`src/rtl/word_serializer_if.sv`:
```
// Word-in / bit-out bundle of the word serializer: the producer drives the word handshake,
// the serializer drives ready, the serial bit and its framing strobes.
interface word_serializer_if #(
    parameter int WIDTH = 8
);
    logic [WIDTH-1:0] word;
    logic             word_valid;
    logic             word_ready;
    logic             serial;
    logic             bit_valid;
    logic             first;
    logic             last;
    logic             busy;

    modport master (
        output word, word_valid,
        input  word_ready, serial, bit_valid, first, last, busy
    );

    modport slave (
        input  word, word_valid,
        output word_ready, serial, bit_valid, first, last, busy
    );
endinterface

```
`src/rtl/word_serializer.sv`:
```
// Parallel-to-serial converter, MSB first; bit WIDTH-1-i appears in the cycle after accept edge + i.
// Backpressure is word_ready only: it opens in IDLE and in the final bit (GAP=0) or final gap cycle.
module word_serializer #(
    parameter int WIDTH = 8,
    parameter int GAP   = 0
) (
    input  logic               clk,
    input  logic               rst_n,
    word_serializer_if.slave   bus
);
    localparam int CW = $clog2(WIDTH);
    localparam int GW = (GAP > 1) ? $clog2(GAP) : 1;

    typedef enum logic [1:0] {
        ST_IDLE,
        ST_SHIFT,
        ST_GAP
    } state_t;

    state_t           state;
    logic [WIDTH-1:0] shreg;
    logic [CW-1:0]    bit_cnt;
    logic [GW-1:0]    gap_cnt;
    logic             word_ready_q;
    logic             serial_q;
    logic             bit_valid_q;
    logic             first_q;
    logic             last_q;
    logic             busy_q;
    logic             accept;

    // word_ready is only ever high in cycles where a new word may legally start,
    // so an accept always overrides whatever the current state would do next.
    assign accept = bus.word_valid && word_ready_q;

    always_ff @(posedge clk or negedge rst_n) begin
        if (!rst_n) begin
            state        <= ST_IDLE;
            shreg        <= '0;
            bit_cnt      <= '0;
            gap_cnt      <= '0;
            word_ready_q <= 1'b0;
            serial_q     <= 1'b0;
            bit_valid_q  <= 1'b0;
            first_q      <= 1'b0;
            last_q       <= 1'b0;
            busy_q       <= 1'b0;
        end else if (accept) begin
            state        <= ST_SHIFT;
            shreg        <= bus.word;
            bit_cnt      <= CW'(WIDTH - 1);
            gap_cnt      <= '0;
            word_ready_q <= 1'b0;
            serial_q     <= bus.word[WIDTH-1];
            bit_valid_q  <= 1'b1;
            first_q      <= 1'b1;
            last_q       <= 1'b0;
            busy_q       <= 1'b1;
        end else begin
            case (state)
                ST_IDLE: begin
                    word_ready_q <= 1'b1;
                    serial_q     <= 1'b0;
                    bit_valid_q  <= 1'b0;
                    first_q      <= 1'b0;
                    last_q       <= 1'b0;
                    busy_q       <= 1'b0;
                end
                ST_SHIFT: begin
                    if (bit_cnt != '0) begin
                        shreg        <= {shreg[WIDTH-2:0], 1'b0};
                        bit_cnt      <= bit_cnt - 1'b1;
                        serial_q     <= shreg[WIDTH-2];
                        bit_valid_q  <= 1'b1;
                        first_q      <= 1'b0;
                        last_q       <= (bit_cnt == CW'(1));
                        word_ready_q <= (GAP == 0) && (bit_cnt == CW'(1));
                        busy_q       <= 1'b1;
                    end else begin
                        shreg       <= '0;
                        serial_q    <= 1'b0;
                        bit_valid_q <= 1'b0;
                        first_q     <= 1'b0;
                        last_q      <= 1'b0;
                        if (GAP > 0) begin
                            state        <= ST_GAP;
                            gap_cnt      <= GW'(GAP - 1);
                            word_ready_q <= (GAP == 1);
                            busy_q       <= 1'b1;
                        end else begin
                            state        <= ST_IDLE;
                            word_ready_q <= 1'b1;
                            busy_q       <= 1'b0;
                        end
                    end
                end
                ST_GAP: begin
                    if (gap_cnt != '0) begin
                        gap_cnt      <= gap_cnt - 1'b1;
                        word_ready_q <= (gap_cnt == GW'(1));
                    end else begin
                        state        <= ST_IDLE;
                        word_ready_q <= 1'b1;
                        busy_q       <= 1'b0;
                    end
                end
                default: begin
                    state        <= ST_IDLE;
                    word_ready_q <= 1'b0;
                    busy_q       <= 1'b0;
                end
            endcase
        end
    end

    assign bus.word_ready = word_ready_q;
    assign bus.serial     = serial_q;
    assign bus.bit_valid  = bit_valid_q;
    assign bus.first      = first_q;
    assign bus.last       = last_q;
    assign bus.busy       = busy_q;
endmodule

```
`src/flat_wrapper.sv`:
```
// flat-port wrapper written by rule: the top's interface ports become plain ports
module word_serializer_flat 
#(
    parameter int WIDTH = 8,
    parameter int GAP   = 0
)
  (clk, rst_n, bus_word, bus_word_valid, bus_word_ready, bus_serial, bus_bit_valid, bus_first, bus_last, bus_busy);
  word_serializer_if #(.WIDTH(WIDTH)) bus_i ();
  input  logic clk;
  input  logic rst_n;
  input wire logic [$bits(bus_i.word)-1:0] bus_word;
  input wire logic [$bits(bus_i.word_valid)-1:0] bus_word_valid;
  output wire logic [$bits(bus_i.word_ready)-1:0] bus_word_ready;
  output wire logic [$bits(bus_i.serial)-1:0] bus_serial;
  output wire logic [$bits(bus_i.bit_valid)-1:0] bus_bit_valid;
  output wire logic [$bits(bus_i.first)-1:0] bus_first;
  output wire logic [$bits(bus_i.last)-1:0] bus_last;
  output wire logic [$bits(bus_i.busy)-1:0] bus_busy;
  assign bus_i.word = bus_word;
  assign bus_i.word_valid = bus_word_valid;
  assign bus_word_ready = bus_i.word_ready;
  assign bus_serial = bus_i.serial;
  assign bus_bit_valid = bus_i.bit_valid;
  assign bus_first = bus_i.first;
  assign bus_last = bus_i.last;
  assign bus_busy = bus_i.busy;
  word_serializer #(.WIDTH(WIDTH), .GAP(GAP)) u_core (.clk(clk), .rst_n(rst_n), .bus(bus_i));
endmodule
```
`config.mk`:
```
export PLATFORM = sky130hd
export DESIGN_NAME = word_serializer_flat
export DESIGN_NICKNAME = d
export VERILOG_FILES = /design/src/rtl/word_serializer_if.sv /design/src/rtl/word_serializer.sv /design/src/flat_wrapper.sv
export SDC_FILE = /design/constraint.sdc
export NUM_CORES = 1
export LEC_CHECK = 0
export CAP_MARGIN = 20
export CORE_UTILIZATION = 42
export DETAILED_ROUTE_END_ITERATION = 10
export GPL_TIMING_DRIVEN = 0
export HOLD_SLACK_MARGIN = 0.1
export MAX_ROUTING_LAYER = met4
export PLACE_DENSITY_LB_ADDON = 0.1
export SLEW_MARGIN = 0
export SYNTH_ARGS = -nofsm -noshare
export SYNTH_HDL_FRONTEND = slang
export SYNTH_SLANG_ARGS = --single-unit
```
`constraint.sdc`:
```
create_clock -name clk -period 1.4 [get_ports clk]
set_input_delay 0.42 -clock clk [delete_from_list [all_inputs] [get_ports clk]]
set_output_delay 0.42 -clock clk [all_outputs]
set_load 0.02 [all_outputs]
```
==> Implementation_results.wiki, run 1 <==
{| class="wikitable"
! Metric !! Value
|-
| Outcome || complete, but fails checks
|-
| Failing checks || design-rule violations
|-
| Total power || roughly 0.0020 W
|-
| Maximum number of pins on one net before global-route repair || 17
|-
| Synth Area in XOR/XNOR || 0
|-
| Peak ir drop on the vdd network || 0.00110 V
|-
| Top cell type's share of synthesized area || 0.556
|-
| Area growth from synthesis to layout || 34.4%
|-
| Slew at the pin with the worst max-slew slack || 0.737 ns
|-
| Main combinational cell family by area after synthesis || simple AND/OR/NAND/NOR gates
|-
| Unrepaired setup endpoints after global routing || no
|-
| Core utilization of the finished layout || 0.621
|-
| Crit path kind || flop to output pin
|-
| Critical path's largest stage delay || 0.37 ns
|-
| Buf/Inv on CP || 1
|-
| Crit-path slowest cell || sky130_fd_sc_hd__dfrtp_1
|-
| Compound-gate portion of the synthesized area || 0.146
|-
| Leading cell type by number of instances after synthesis || sky130_fd_sc_hd__dfrtp_1
|-
| CTS Buf Count || 3
|-
| Antenna violations before repair || 0
|-
| Share of synthesized area occupied by flip-flops and latches || 0.556
|-
| Count of flip-flops with a built-in enable after synthesis || 0
|-
| Final standard cell count with taps included and fillers excluded || 100
|-
| Layout cells sized above 1 || 0.345
|-
| Count of H-tree levels built during CTS || 1
|-
| Bufs on Longest Clock Path || 2
|-
| Max-slew violation total from the final report || 0
|-
| Fraction of registers with async set/reset || 1.00
|-
| Syn Inst Count || 61
|-
| Core Area || 0.00156 sq mm
|-
| Clock Sinks || 16
|-
| Via count || 555
|-
| Die ar. || about 0.0019 sq mm
|-
| Ys flop type || sky130_fd_sc_hd__dfrtp_1
|-
| Detail-routed net length per standard cell || 14.7 um
|-
| Total leakage power || ~0.49 nW
|-
| PwrDens || 2080 mW/mm^2
|-
| Maximum frequency from static timing analysis || 736 MHz
|-
| Post-DP HPWL || 952 um
|-
| Kind of end point of the critical path || output pin
|-
| FP Rows || 14
|-
| DP Area || 901 sq um
|-
| Average cell area after synthesis || roughly 12 sq um
|-
| Detailed-route vias per instance || around 5.6
|-
| Hold WS || 0.507 ns
|-
| Number of antenna-violating nets in the routed design || 0
|-
| Setup slack, reg-to-reg || 0.05 ns
|-
| Maximum fanout along the worst path || 1
|-
| Number of buffers inserted for hold repair after clock tree synthesis || 0
|-
| Overall track demand over capacity in global routing || 0.190
|-
| Minimum clock period || 1.36 ns
|-
| Total DRC errors in the routed layout || 10
|-
| Number of port buffers || 16
|-
| Simple-gate area share of the yosys netlist || 0.179
|-
| Remaining global-route overflow || 0
|-
| Clock Skews || slightly below 0.01 ns
|-
| Router iterations before antenna repair || 7
|-
| Clock insertion delay at the later pin of the skew report || 0.29 ns
|-
| Critical path arrival || roughly 0.94 ns
|-
| Layout Nets || 99
|-
| Boundary pin count || 17
|-
| Die outline height || about 43 um
|-
| Top delay family on crit path || flip-flops
|-
| Clock transition at path regs || 0.10 ns
|-
| Number of nets in the synthesized netlist || 75
|-
| Cell type with the highest aggregate area in the netlist || sky130_fd_sc_hd__dfrtp_1
|-
| Routed Wire Length || 1470 um
|-
| Adder-cell area share of the yosys netlist || 0.0521
|-
| Layout Cell Area excl Fill || 968 sq um
|-
| CTS tree || built
|-
| Gp weighted congestion || between 0.7 and 0.8
|-
| Cell breakdown of the critical path || clkdlybuf4s15_1
|-
| Hold violation total from the final report || 0
|-
| Crit path required time || 0.98 ns
|-
| Post-synthesis instance area || 721 sq um
|-
| Worst-case headroom to the max-slew limit || 0.507
|-
| Number of global-route vias before repair || 538
|-
| Number of distinct library cells after synthesis || 23
|-
| Antenna diode count || 0
|-
| Initial standard-cell utilization of the core || 0.462
|-
| Wire length of the first global-routing pass || approximately 2400 um
|-
| Max-cap check violation count || 0
|-
| Final setup violation count || 0
|-
| Proportion of synthesized area in mux cells || 0.0139
|-
| Root buffer selected by CTS || sky130_fd_sc_hd__clkbuf_4
|-
| Violation count after the first detailed-routing iteration || 22
|-
| Number of instances in the placed design || 93
|-
| Nature of the critical path startpoint || flop
|-
| Share of the cycle needed by the critical path after routing || 0.971
|-
| Top post-synthesis cells by count || sky130_fd_sc_hd__dfrtp_1, sky130_fd_sc_hd__nand2_1, sky130_fd_sc_hd__and3_2
|-
| Die boundary width || 43.4 um
|-
| Total number of yosys warnings || 0
|-
| Flip-flop and latch count after synthesis || 16
|-
| Worst Hold Class || flop to flop
|-
| Dominant cells by area after synthesis || sky130_fd_sc_hd__dfrtp_1, sky130_fd_sc_hd__a221o_1, sky130_fd_sc_hd__and3_2
|}
-- registers in the layout (all words and copies together) (netlist names) --
register	flops
u_core.shreg	7
u_core.bit_cnt	3
u_core.bus.busy	1
u_core.bus.first	1
u_core.bus.last	1
u_core.bus.serial	1
u_core.bus.word_ready	1
u_core.state	1
-- logic make-up (layout without fill, tap and decap cells) --
group / count (synthesis) / in the layout
and+or+nand+nor: 21 / 21
buffers and inverters: 7 / 30
adders and majority gates: 3 / 3
AOI/OAI and AO/OA: 13 / 13
muxes: 1 / 1
DFF: 16 / 16
-- final timing paths --
| path | from | end | cells past startpoint |
|---|---|---|---|
| max | u_core.bus.first | bus_first | 1 |
| min | u_core.shreg[6] | u_core.bus.serial | 1 |
| max reg2reg | u_core.bit_cnt[0] | u_core.shreg[6] | 5 |
| min reg2reg | u_core.shreg[6] | u_core.bus.serial | 1 |
| max in group asynchronous | rst_n | u_core.bit_cnt[1] | 1 |
| min in group asynchronous | rst_n | u_core.bus.serial | 1 |
-- through the flow --
| step | worst slack (ns) | setup TNS (ns) |
|---|---|---|
| after global routing | 0.000171 | 0 |
| after global placement | -0.328 | -2.49 |
| after CTS | 0.000833 | 0 |
| after floorplan | 0.0311 | 0 |
| final | 0.0404 | 0 |
| after detailed placement | -0.319 | -2.36 |
-- per-layer routing --
layer / GRT usage / routed length (um) / vias up
met1: 0.218 / 682 / 271
met5: - / 0 / -
li1: - / - / 262
met4: 0.0938 / 12 / 0
met3: 0.0667 / 70 / 2
met2: 0.294 / 700 / 20
-- where the power goes --
| group | internal, W | total, W | switching (W) |
|---|---|---|---|
| clock | 0.000158 | 0.000308 | 0.000150 |
| sequential | 0.000647 | 0.000775 | 0.000127 |
| combinational | 0.000454 | 0.000927 | 0.000472 |
-- layout by cell type, fill, tap and decap left out, drive strengths merged --
cell	synthesis	routed
clkdlybuf4s50	0	9
and3	6	6
a221o	6	6
inv	4	4
buf	3	8
o21ai	3	3
nor3	1	1
nor2b	1	1
a22o	1	1
clkdlybuf4s15	0	2
mux2i	1	1
a21oi	1	1
o21bai	1	1
clkbuf	0	6
nor2	1	1
nand3	2	2
o211ai	1	1
nand2b	1	1
ha	3	3
nand2	8	8
and3b	1	1
dfrtp	16	16
dlymetal6s2s	0	1
-- final cells by class --
type                            count  area (sq um)
Sequential cell                    16           400
Multi-Input combinational cell     38           302
Inverter                            4          15.0
Fill cell                         119           591
Timing Repair Buffer               19           171
Buffer                              3          23.8
Clock buffer                        4          36.3
Tap cell                           16          20.0
-- timing repair --
item | 4_1_cts | 5_1_grt
setup buffers | 2 | 1
setup endpoints to repair | 14 | 13
resized for setup | 15 | 9
pin swaps | 0 | 2
Power figures use the tool's default switching activity.
==> run 2: changes to the inputs <==
--- a/config.mk
+++ b/config.mk
@@ -5,7 +5,7 @@
 export SDC_FILE = /design/constraint.sdc
 export NUM_CORES = 1
 export LEC_CHECK = 0
-export CAP_MARGIN = 20
+export CAP_MARGIN = 40
 export CORE_UTILIZATION = 42
 export DETAILED_ROUTE_END_ITERATION = 10
 export GPL_TIMING_DRIVEN = 0
==> results of run 2 <==
Same layout as run 1: the final DEF is identical, and so are final timing and power.
==> run 3: changes to the inputs <==
--- a/config.mk
+++ b/config.mk
@@ -6,6 +6,8 @@
 export NUM_CORES = 1
 export LEC_CHECK = 0
 export CAP_MARGIN = 40
+export CORE_ASPECT_RATIO = 1.25
+export CORE_MARGIN = 5
 export CORE_UTILIZATION = 42
 export DETAILED_ROUTE_END_ITERATION = 10
 export GPL_TIMING_DRIVEN = 0
==> Implementation_results.wiki, run 3 (synthesis gave the netlist of run 1 again) <==
{| class="wikitable"
! Metric !! Value
|-
| Count of cells along the worst register-to-register path || 5
|-
| Source of the worst register-to-register timing path || u_core.bit_cnt[0]
|-
| FP Rows || 16
|-
| Die outline height || 56.3 um
|-
| Total internal power || approximately 0.0012 W
|-
| P_sw || between 0.0007 and 0.0008 W
|-
| Root buffer selected by CTS || sky130_fd_sc_hd__clkbuf_4
|-
| Remaining global-route overflow || 0
|-
| Initial standard-cell utilization of the core || 0.450
|-
| Leading cell types in the layout, fill and taps excluded || sky130_fd_sc_hd__dfrtp_1, sky130_fd_sc_hd__clkdlybuf4s50_1, sky130_fd_sc_hd__nand2_1
|-
| Final sum of negative setup slack || 0 ns
|-
| Maximum number of pins on one net before global-route repair || 17
|-
| Fraction of power consumed by combinational cells || 0.474
|-
| Setup slack after placement || -0.319 ns
|-
| Crit path required time || 0.98 ns
|-
| Router iterations before antenna repair || 4
|-
| Die boundary width || approximately 47 um
|-
| Startpoint of the worst hold path || u_core.shreg[4]
|-
| Max-cap check violation count || 0
|-
| Unrepaired setup endpoints after global routing || no
|-
| Number of buffers inserted for hold repair after clock tree synthesis || 0
|-
| Max-slew violation total from the final report || 0
|-
| Clock transition at path regs || 0.09 ns
|-
| Core Area || 0.00160 sq mm
|-
| Total DRC errors in the routed layout || 0
|-
| CTS tree || built
|-
| Share of the cycle needed by the critical path after routing || 0.970
|-
| Switching part of the total || 0.376
|-
| Boundary pin count || 17
|-
| Detail-routed net length per standard cell || 13.7 um
|-
| Count of H-tree levels built during CTS || 1
|-
| Most common cell after layout, fill and taps aside || sky130_fd_sc_hd__dfrtp_1
|-
| Total leakage power || 0.484 nW
|-
| Critical path arrival || roughly 0.94 ns
|-
| Die ar. || 0.00265 sq mm
|-
| Antenna violations before repair || 0
|-
| Critical path's largest stage delay || 0.38 ns
|-
| Cell breakdown of the critical path || clkdlybuf4s15_1
|-
| Via count || 554
|-
| Minimum clock period || 1.36 ns
|-
| Detailed-route vias per instance || 5.49
|-
| Number of antenna-violating nets in the routed design || 0
|-
| Crit-path slowest cell || sky130_fd_sc_hd__dfrtp_1
|-
| Wire length of the first global-routing pass || approximately 2200 um
|-
| Maximum fanout along the worst path || 1
|-
| Worst Hold Class || flop to flop
|-
| Cells on Worst Hold Path || 1
|-
| Bufs on Longest Clock Path || 2
|-
| Number of global-route vias before repair || 537
|-
| Clock Skews || roughly 0.0025 ns
|-
| Slew at the pin with the worst max-slew slack || 0.694 ns
|-
| Crit path kind || flop to output pin
|-
| Kind of end point of the critical path || output pin
|-
| Clock Sinks || 16
|-
| Area growth from synthesis to layout || 33.0%
|-
| Nature of the critical path startpoint || flop
|-
| Sink of the worst hold path || u_core.shreg[5]
|-
| Relative contribution of the clock network to total power || 0.124
|-
| Critical register-to-register path endpoint || u_core.shreg[6]
|-
| Largest register by flop count || u_core.shreg
|-
| Number of port buffers || 16
|-
| Hold WS || between 0.5 and 0.6 ns
|-
| Gp weighted congestion || 0.697
|-
| Setup slack, reg-to-reg || 0.05 ns
|-
| Layout cells sized above 1 || 0.325
|-
| Violation count after the first detailed-routing iteration || 7
|-
| Clock insertion delay at the later pin of the skew report || roughly 0.28 ns
|-
| Max FFs per register || 7
|-
| Antenna diode count || 0
|-
| Overall track demand over capacity in global routing || 0.119
|-
| Worst-case headroom to the max-slew limit || 0.536
|-
| Top delay family on crit path || flip-flops
|-
| PwrDens || 2000 mW/mm^2
|-
| Maximum frequency from static timing analysis || 736 MHz
|-
| Hold violation total from the final report || 0
|-
| Routed Wire Length || 1390 um
|-
| Layout Nets || around 100
|-
| Post-DP HPWL || 960 um
|-
| Final worst setup slack || 0.0416 ns
|-
| Fill count || between 100 and 150
|-
| Final setup violation count || 0
|-
| Share of total power in sequential cells || 0.402
|-
| Peak ir drop on the vdd network || 0.000869 V
|-
| CTS Buf Count || 3
|-
| Top flop regs || u_core.shreg x7, u_core.bit_cnt x3
|-
| Outcome || complete, no violations
|-
| Buf/Inv on CP || 1
|}
[run 3: changes by cell type in the layout (fill, tap and decap cells not counted), sizes merged]
| cell | delta |
|---|---|
| clkbuf | -1 |
| buf | -1 |
| clkdlybuf4s15 | +1 |
[run 3: per-layer routing]
metal | up-vias | wire, um | share of wire | GRT usage
li1 | 265 | - | - | -
met4 | 0 | 20 | 0.014 | 0.0593
met3 | 4 | 124 | 0.089 | 0.0319
met5 | - | 0 | 0 | -
met1 | 263 | 554 | 0.40 | 0.129
met2 | 22 | 689 | 0.50 | 0.190
[run 3: power by group through the flow]
stage	registers (W)	clock network (W)	logic, W
finish	0.000770	0.000237	0.000910
global route	0.000790	0.000266	0.000992
CTS	0.000766	0.000246	0.000870
detailed placement	0.000769	0	0.000859
global placement	0.000760	0	0.000852
floorplan	0.000808	0	0.000530
[run 3: worst max-delay path by stage]
stage	from	end	slack [ns]	depth (start not counted)
final	u_core.bus.serial	bus_serial	0.04	1
after global routing	u_core.bit_cnt[0]	u_core.shreg[6]	0.002	5
after CTS	u_core.bit_cnt[0]	u_core.shreg[6]	0.004	5
after detailed placement	bus_word_valid	u_core.shreg[3]	-0.32	5
after global placement	bus_word_valid	u_core.shreg[2]	-0.33	5
after floorplan	u_core.bit_cnt[0]	u_core.shreg[6]	0.03	5
[run 3: cell type report]
cell class,instances,area (sq um),area share
plain buffers,3,23.8,0.0248
clock buffers,3,22.5,0.0235
inverters,4,15.0,0.0157
multi-input cells,38,302,0.315
flip-flops and latches,16,400,0.418
well taps,18,22.5,0.0235
repair buffers,19,173,0.180
[run 3: timing repair]
action / in CTS / in global routing
pin swaps: 0 / 2
hold endpoints to repair: 0 / 0
endpoints found under the setup margin: 14 / 11
gates resized for setup: 14 / 7
buffers inserted: 2 / 1
[run 3: stage by stage]
| step | power [W] | util | instances | cell area (sq um) |
|---|---|---|---|---|
| 2_1_floorplan | 0.00134 | - | 61 | 721 |
| 3_3_place_gp | 0.00161 | 0.564 | 95 | 903 |
| 3_5_place_dp | 0.00163 | 0.564 | 95 | 903 |
| 4_1_cts | 0.00188 | 0.591 | 100 | 946 |
| 5_1_grt | 0.00205 | 0.598 | 101 | 958 |
| 6_report | 0.00192 | 0.598 | 101 | 958 |
